<file path="config.mk">
export PLATFORM = sky130hd
export DESIGN_NAME = pulse_classifier_flat
export DESIGN_NICKNAME = d
export VERILOG_FILES = /design/src/rtl/pulse_classifier_if.sv /design/src/rtl/pulse_classifier.sv /design/src/flat_wrapper.sv
export SDC_FILE = /design/constraint.sdc
export NUM_CORES = 1
export LEC_CHECK = 0
export BUFFER_PORTS_ARGS = -buffer_cell sky130_fd_sc_hd__buf_2
export CAP_MARGIN = 40
export CORE_UTILIZATION = 50
export DETAILED_ROUTE_END_ITERATION = 12
export PLACE_DENSITY = 0.7
export SLEW_MARGIN = 20
export SYNTH_ARGS = -nofsm -noshare
export SYNTH_HDL_FRONTEND = slang
export SYNTH_SLANG_ARGS = --single-unit
</file>
<file path="constraint.sdc">
create_clock -name clk -period 2.6 [get_ports clk]
set_input_delay 0.65 -clock clk [delete_from_list [all_inputs] [get_ports clk]]
set_output_delay 0.65 -clock clk [all_outputs]
set_load 0.02 [all_outputs]
</file>
<file path="src/rtl/pulse_classifier_if.sv">
// pulse_classifier_if
// Event port of the pulse classifier: one completed, accepted pulse per
// valid/ready transfer, carrying the measured width and its long flag.
//   evt_valid  producer -> consumer  event pending
//   evt_ready  consumer -> producer  consumer takes the event this cycle
//   evt_width  producer -> consumer  measured high time in cycles, saturated
//   evt_long   producer -> consumer  1 = long press, 0 = short press
interface pulse_classifier_if #(
  parameter int CNT_W = 24
);
  logic             evt_valid;
  logic             evt_ready;
  logic [CNT_W-1:0] evt_width;
  logic             evt_long;

  modport master (
    output evt_valid,
    output evt_width,
    output evt_long,
    input  evt_ready
  );

  modport slave (
    input  evt_valid,
    input  evt_width,
    input  evt_long,
    output evt_ready
  );
endinterface

</file>
<file path="src/rtl/pulse_classifier.sv">
// pulse_classifier
// Measures the high time of a (possibly asynchronous) pulse input and
// classifies each completed pulse: narrower than MIN_W is a glitch and is
// dropped, otherwise it is reported on the event port as short or long
// (width >= LONG_W). Widths saturate at 2^CNT_W-1.
//   clk          system clock, rising edge
//   rst_n        asynchronous active-low reset
//   in           asynchronous pulse input, active high
//   evt          event port (master side): valid/ready, width, long flag
//   held         press in progress that has already reached LONG_W
//   overrun      sticky: an accepted pulse was lost behind a pending event
//   overrun_clr  synchronous clear of overrun (a same-cycle set wins)
module pulse_classifier #(
  parameter int CNT_W  = 24,
  parameter int MIN_W  = 16,
  parameter int LONG_W = 500000
) (
  input  logic                clk,
  input  logic                rst_n,
  input  logic                in,
  pulse_classifier_if.master  evt,
  output logic                held,
  output logic                overrun,
  input  logic                overrun_clr
);

  localparam logic [CNT_W-1:0] CNT_MAX = '1;
  localparam logic [CNT_W-1:0] MIN_V   = CNT_W'(MIN_W);
  localparam logic [CNT_W-1:0] LONG_V  = CNT_W'(LONG_W);

  typedef enum logic {
    IDLE    = 1'b0,
    MEASURE = 1'b1
  } state_t;

  state_t           state;
  logic [CNT_W-1:0] cnt;
  logic             sync_1;
  logic             s_in;
  logic             completing;
  logic             accept;
  logic             handshake;

  // Two-flop synchronizer bringing the raw input into the clock domain.
  always_ff @(posedge clk or negedge rst_n) begin
    if (!rst_n) begin
      sync_1 <= 1'b0;
      s_in   <= 1'b0;
    end else begin
      sync_1 <= in;
      s_in   <= sync_1;
    end
  end

  // A pulse completes on the first low sample seen while measuring; the
  // count at that moment is the pulse width.
  always_comb begin
    completing = (state == MEASURE) && !s_in;
    accept     = completing && (cnt >= MIN_V);
    handshake  = evt.evt_valid && evt.evt_ready;
  end

  // Measurement FSM together with all registered outputs. A new accepted
  // pulse may load on the very edge the consumer takes the old one; only
  // when the old event is still unconsumed is the new one dropped.
  always_ff @(posedge clk or negedge rst_n) begin
    if (!rst_n) begin
      state         <= IDLE;
      cnt           <= '0;
      held          <= 1'b0;
      overrun       <= 1'b0;
      evt.evt_valid <= 1'b0;
      evt.evt_width <= '0;
      evt.evt_long  <= 1'b0;
    end else begin
      case (state)
        IDLE: begin
          if (s_in) begin
            state <= MEASURE;
            cnt   <= CNT_W'(1);
          end
        end
        MEASURE: begin
          if (s_in) begin
            if (cnt != CNT_MAX) begin
              cnt <= cnt + 1'b1;
            end
          end else begin
            state <= IDLE;
            cnt   <= '0;
          end
        end
        default: begin
          state <= IDLE;
          cnt   <= '0;
        end
      endcase

      // Staying in MEASURE with the threshold reached; drops on completion.
      held <= (state == MEASURE) && s_in && (cnt >= LONG_V);

      if (accept) begin
        if (!evt.evt_valid || evt.evt_ready) begin
          evt.evt_valid <= 1'b1;
          evt.evt_width <= cnt;
          evt.evt_long  <= (cnt >= LONG_V);
        end
      end else if (handshake) begin
        evt.evt_valid <= 1'b0;
      end

      if (overrun_clr) begin
        overrun <= 1'b0;
      end
      if (accept && evt.evt_valid && !evt.evt_ready) begin
        overrun <= 1'b1;
      end
    end
  end

endmodule

</file>
<file path="src/flat_wrapper.sv">
// flat-port wrapper written by rule: the top's interface ports become plain ports
module pulse_classifier_flat 
#(
  parameter int CNT_W  = 24,
  parameter int MIN_W  = 16,
  parameter int LONG_W = 500000
)
  (clk, rst_n, in, held, overrun, overrun_clr, evt_evt_valid, evt_evt_width, evt_evt_long, evt_evt_ready);
  pulse_classifier_if #(.CNT_W(CNT_W)) evt_i ();
  input  logic clk;
  input  logic rst_n;
  input  logic in;
  output logic held;
  output logic overrun;
  input  logic overrun_clr;
  output wire logic [$bits(evt_i.evt_valid)-1:0] evt_evt_valid;
  output wire logic [$bits(evt_i.evt_width)-1:0] evt_evt_width;
  output wire logic [$bits(evt_i.evt_long)-1:0] evt_evt_long;
  input wire logic [$bits(evt_i.evt_ready)-1:0] evt_evt_ready;
  assign evt_evt_valid = evt_i.evt_valid;
  assign evt_evt_width = evt_i.evt_width;
  assign evt_evt_long = evt_i.evt_long;
  assign evt_i.evt_ready = evt_evt_ready;
  pulse_classifier #(.CNT_W(CNT_W), .MIN_W(MIN_W), .LONG_W(LONG_W)) u_core (.clk(clk), .rst_n(rst_n), .in(in), .evt(evt_i), .held(held), .overrun(overrun), .overrun_clr(overrun_clr));
endmodule
</file>
==> impl_metrics.tcl <==
set metrics [dict create \
    use_met2_pct 33.4 \
    hold_viol 0 \
    syn_nets 272 \
    worstPathCellList "or4_1 > nor4_1 > a311o_2 > nand2b_4 > buf_12 > mux2_4" \
    final_antenna_net_count 0 \
    htreeDepth 2 \
    drtIter0Drc 204 \
    synth_edf_count 0 \
    power.leakage_uw 0.00157 \
    rsz0062_at_grt "no" \
    antenna_cells 0 \
    grt_pass1_wl_microns 10100 \
    vdd_drop_max_uv 266 \
    gr-max-usage-layer "met2" \
    ys_warn_count 0 \
    io_buffers 32 \
    cts_resized 0 \
    grt-ovfl-total 0 \
    yosysSeqAreaShare_pct 48.3 \
    postCtsHoldBufs 0 \
    cts_buffer_depth 2 \
    dr.pass1.iters 4 \
    grt.total_usage_pct 21.2 \
    r2r-end "u_core.evt.evt_width[14]$_DFFE_PN0P_" \
    layout-drive-gt1-share_pct 29.9 \
    cp-startpoint "u_core.cnt[12]$_DFFE_PN0P_" \
    start_util_pct 51.8 \
    worstPathRequired_ps 2800 \
    grt_pass1_vias 2075 \
    r2r_slack_ps 200 \
    grtUsageMet3_pct 3.53 \
    final_nets 307 \
    critPathKind "register to register" \
    hold_depth 0 \
    endpoint_kind "register" \
    coreArea_sq_mm 0.00551 \
    wl_per_cell_microns 15.5 \
    worst_pin_slew_ps 803 \
    cts_root_buffer "clkbuf_8" \
    setup_viol 0 \
    async_reset_ff_share_pct 100 \
    post-route-min-period_ps 2400 \
    die_w_microns 77.5 \
    netlist_area_sq_mm 0.00285 \
    synth_top_area_share_pct 48.3 \
    vias_per_cell 5.64 \
    hp-class "register to register" \
    cts_buffers 5 \
    drv_slew 0 \
    cp_max_fo 15 \
    path_clk_slew_ps 90 \
    die_y_microns 77.5 \
    post_cts_buffers 0 \
    post-dp-hpwl_microns 4080 \
    insertion_delay_ps 310 \
    wirelength_microns 5790 \
    ios 33 \
    hold_start "u_core.sync_1$_DFF_PN0_" \
    ys_top_cells_by_area "dfrtp_1 48%, mux2_4 10%, nand2_1 3.8%, o21ai_0 2.6%, nand3_1 2.5%" \
    fin_util_pct 57.9 \
    clock_skew_ps 6.09 \
    ys_types 49 \
    final.period_utilization_pct 92.4 \
    cp-start-kind "register" \
    synthCells 265 \
    reg2reg_depth 6 \
    cts.sinks 55 \
    layout-area-overhead-vs-synth_pct 11.9 \
    grt_max_degree 30 \
    run_status "finished clean" \
    synth_common_cells "55 x dfrtp_1, 29 x nand2_1, 19 x mux2_4" \
    drc_errors 0 \
    vias 2103 \
    ys_ff_latch 55 \
    relSlewSlack_pct 46.3 \
    slowest_delay_ps 590 \
    min_delay_worst_endpoint "u_core.s_in$_DFF_PN0_" \
    grt_use_met1_pct 29.9 \
    fmax_mhz 416 \
    synth_area_leader_cell "dfrtp_1" \
    dieArea_sq_mm 0.00601 \
    syn_area_per_cell_sq_um 10.8 \
    cap_viol_max_count 0 \
    grt_antenna_before_repair 0 \
    arrival_ps 2600 \
    yosysMostFrequentCell "dfrtp_1" \
    synthFlopType "dfrtp_1" \
    timing.rr.start "u_core.cnt[12]$_DFFE_PN0P_" \
    rows 27 \
    cts_tree "done" \
    p_per_area_mw_per_mm2 433 \
    fin_setup_tns_ps 0 \
    gp_congestion 0.871 \
    crit_slowest_cell "or4_1" \
]
## worst max-delay path by stage
stage | cells after the start | to | slack, ps
2_1_floorplan | 7 | u_core.evt.evt_width[10]$_DFFE_PN0P_ | 490
3_3_place_gp | 6 | u_core.evt.evt_width[17]$_DFFE_PN0P_ | 290
3_5_place_dp | 6 | u_core.evt.evt_width[16]$_DFFE_PN0P_ | 230
4_1_cts | 6 | u_core.evt.evt_width[16]$_DFFE_PN0P_ | 220
5_1_grt | 6 | u_core.cnt[4]$_DFFE_PN0P_ | 30
6_report | 6 | u_core.evt.evt_width[14]$_DFFE_PN0P_ | 200
## stage by stage
stage	cells	area, sq um	hold slack (ps)	total power, uW	setup WS, ps
4_1_cts	373	3190	358	1400	216
3_5_place_dp	365	3110	336	949	227
3_3_place_gp	365	3110	335	947	295
6_report	373	3190	354	1380	199
2_1_floorplan	265	2850	331	915	490
5_1_grt	373	3190	372	1450	34.5
## logic make-up (layout without fill, tap and decap cells)
kind of cell	count (synthesis)	in the layout	share of synthesized area, %
AND/OR/NAND/NOR	91	91	16.6
flip-flops	55	55	48.3
AO/OA/AOI/OAI	54	54	13.2
buffers and inverters	30	66	6.19
multiplexers	25	25	12.3
XOR/XNOR	8	8	2.46
adder cells (fa/ha/maj)	2	2	0.878
## cell type report
cell class | count | area (sq um)
flip-flops and latches | 55 | 1380
clock inverters | 3 | 15.0
repair buffers | 48 | 305
fillers | 454 | 2320
multi-input cells | 180 | 1300
well taps | 72 | 90.1
clock buffers | 5 | 68.8
inverters | 10 | 37.5
## worst max-delay path, delay by kind of cell (launching register included)
kind	cells	cell delay, ps
AND/OR/NAND/NOR	3	1070
flip-flops	1	450
multiplexers	1	310
AO/OA/AOI/OAI	1	240
buffers and inverters	1	200
## registers in the layout, summed over array words and instances, names as in the netlist
register / cells
u_core.cnt: 24
u_core.evt.evt_long: 1
u_core.evt.evt_valid: 1
u_core.evt.evt_width: 24
u_core.held: 1
u_core.overrun: 1
u_core.s_in: 1
u_core.state: 1
u_core.sync_1: 1
## power by group
group	switching, uW	internal (uW)	total, uW	leakage [uW]
Sequential	11.2	862	873	0.000754
Clock	265	185	449	0.0000477
Combinational	42.4	16.4	58.8	0.000766
Total	318	1060	1380	0.00157
## layer usage
layer | vias up | wire length, microns
met4 | 0 | 46
met2 | 60 | 2700
li1 | 1024 | -
met3 | 6 | 250
met1 | 1013 | 2800
met5 | - | 0
## placed cells by master, fill, tap and decap left out, drive strengths merged, types with 4 or more instances in the layout
cell | synthesis | routed
dfrtp | 55 | 55
buf | 14 | 48
nand2 | 29 | 29
mux2 | 24 | 24
o21ai | 15 | 15
nand3 | 14 | 14
nor2 | 13 | 13
inv | 10 | 10
a21oi | 9 | 9
xnor2 | 8 | 8
or4 | 5 | 5
nand4 | 5 | 5
a31oi | 5 | 5
nor3 | 5 | 5
clkbuf | 6 | 5
and4 | 4 | 4
nor4 | 4 | 4
a2111oi | 4 | 4
Power figures use the tool's default switching activity.
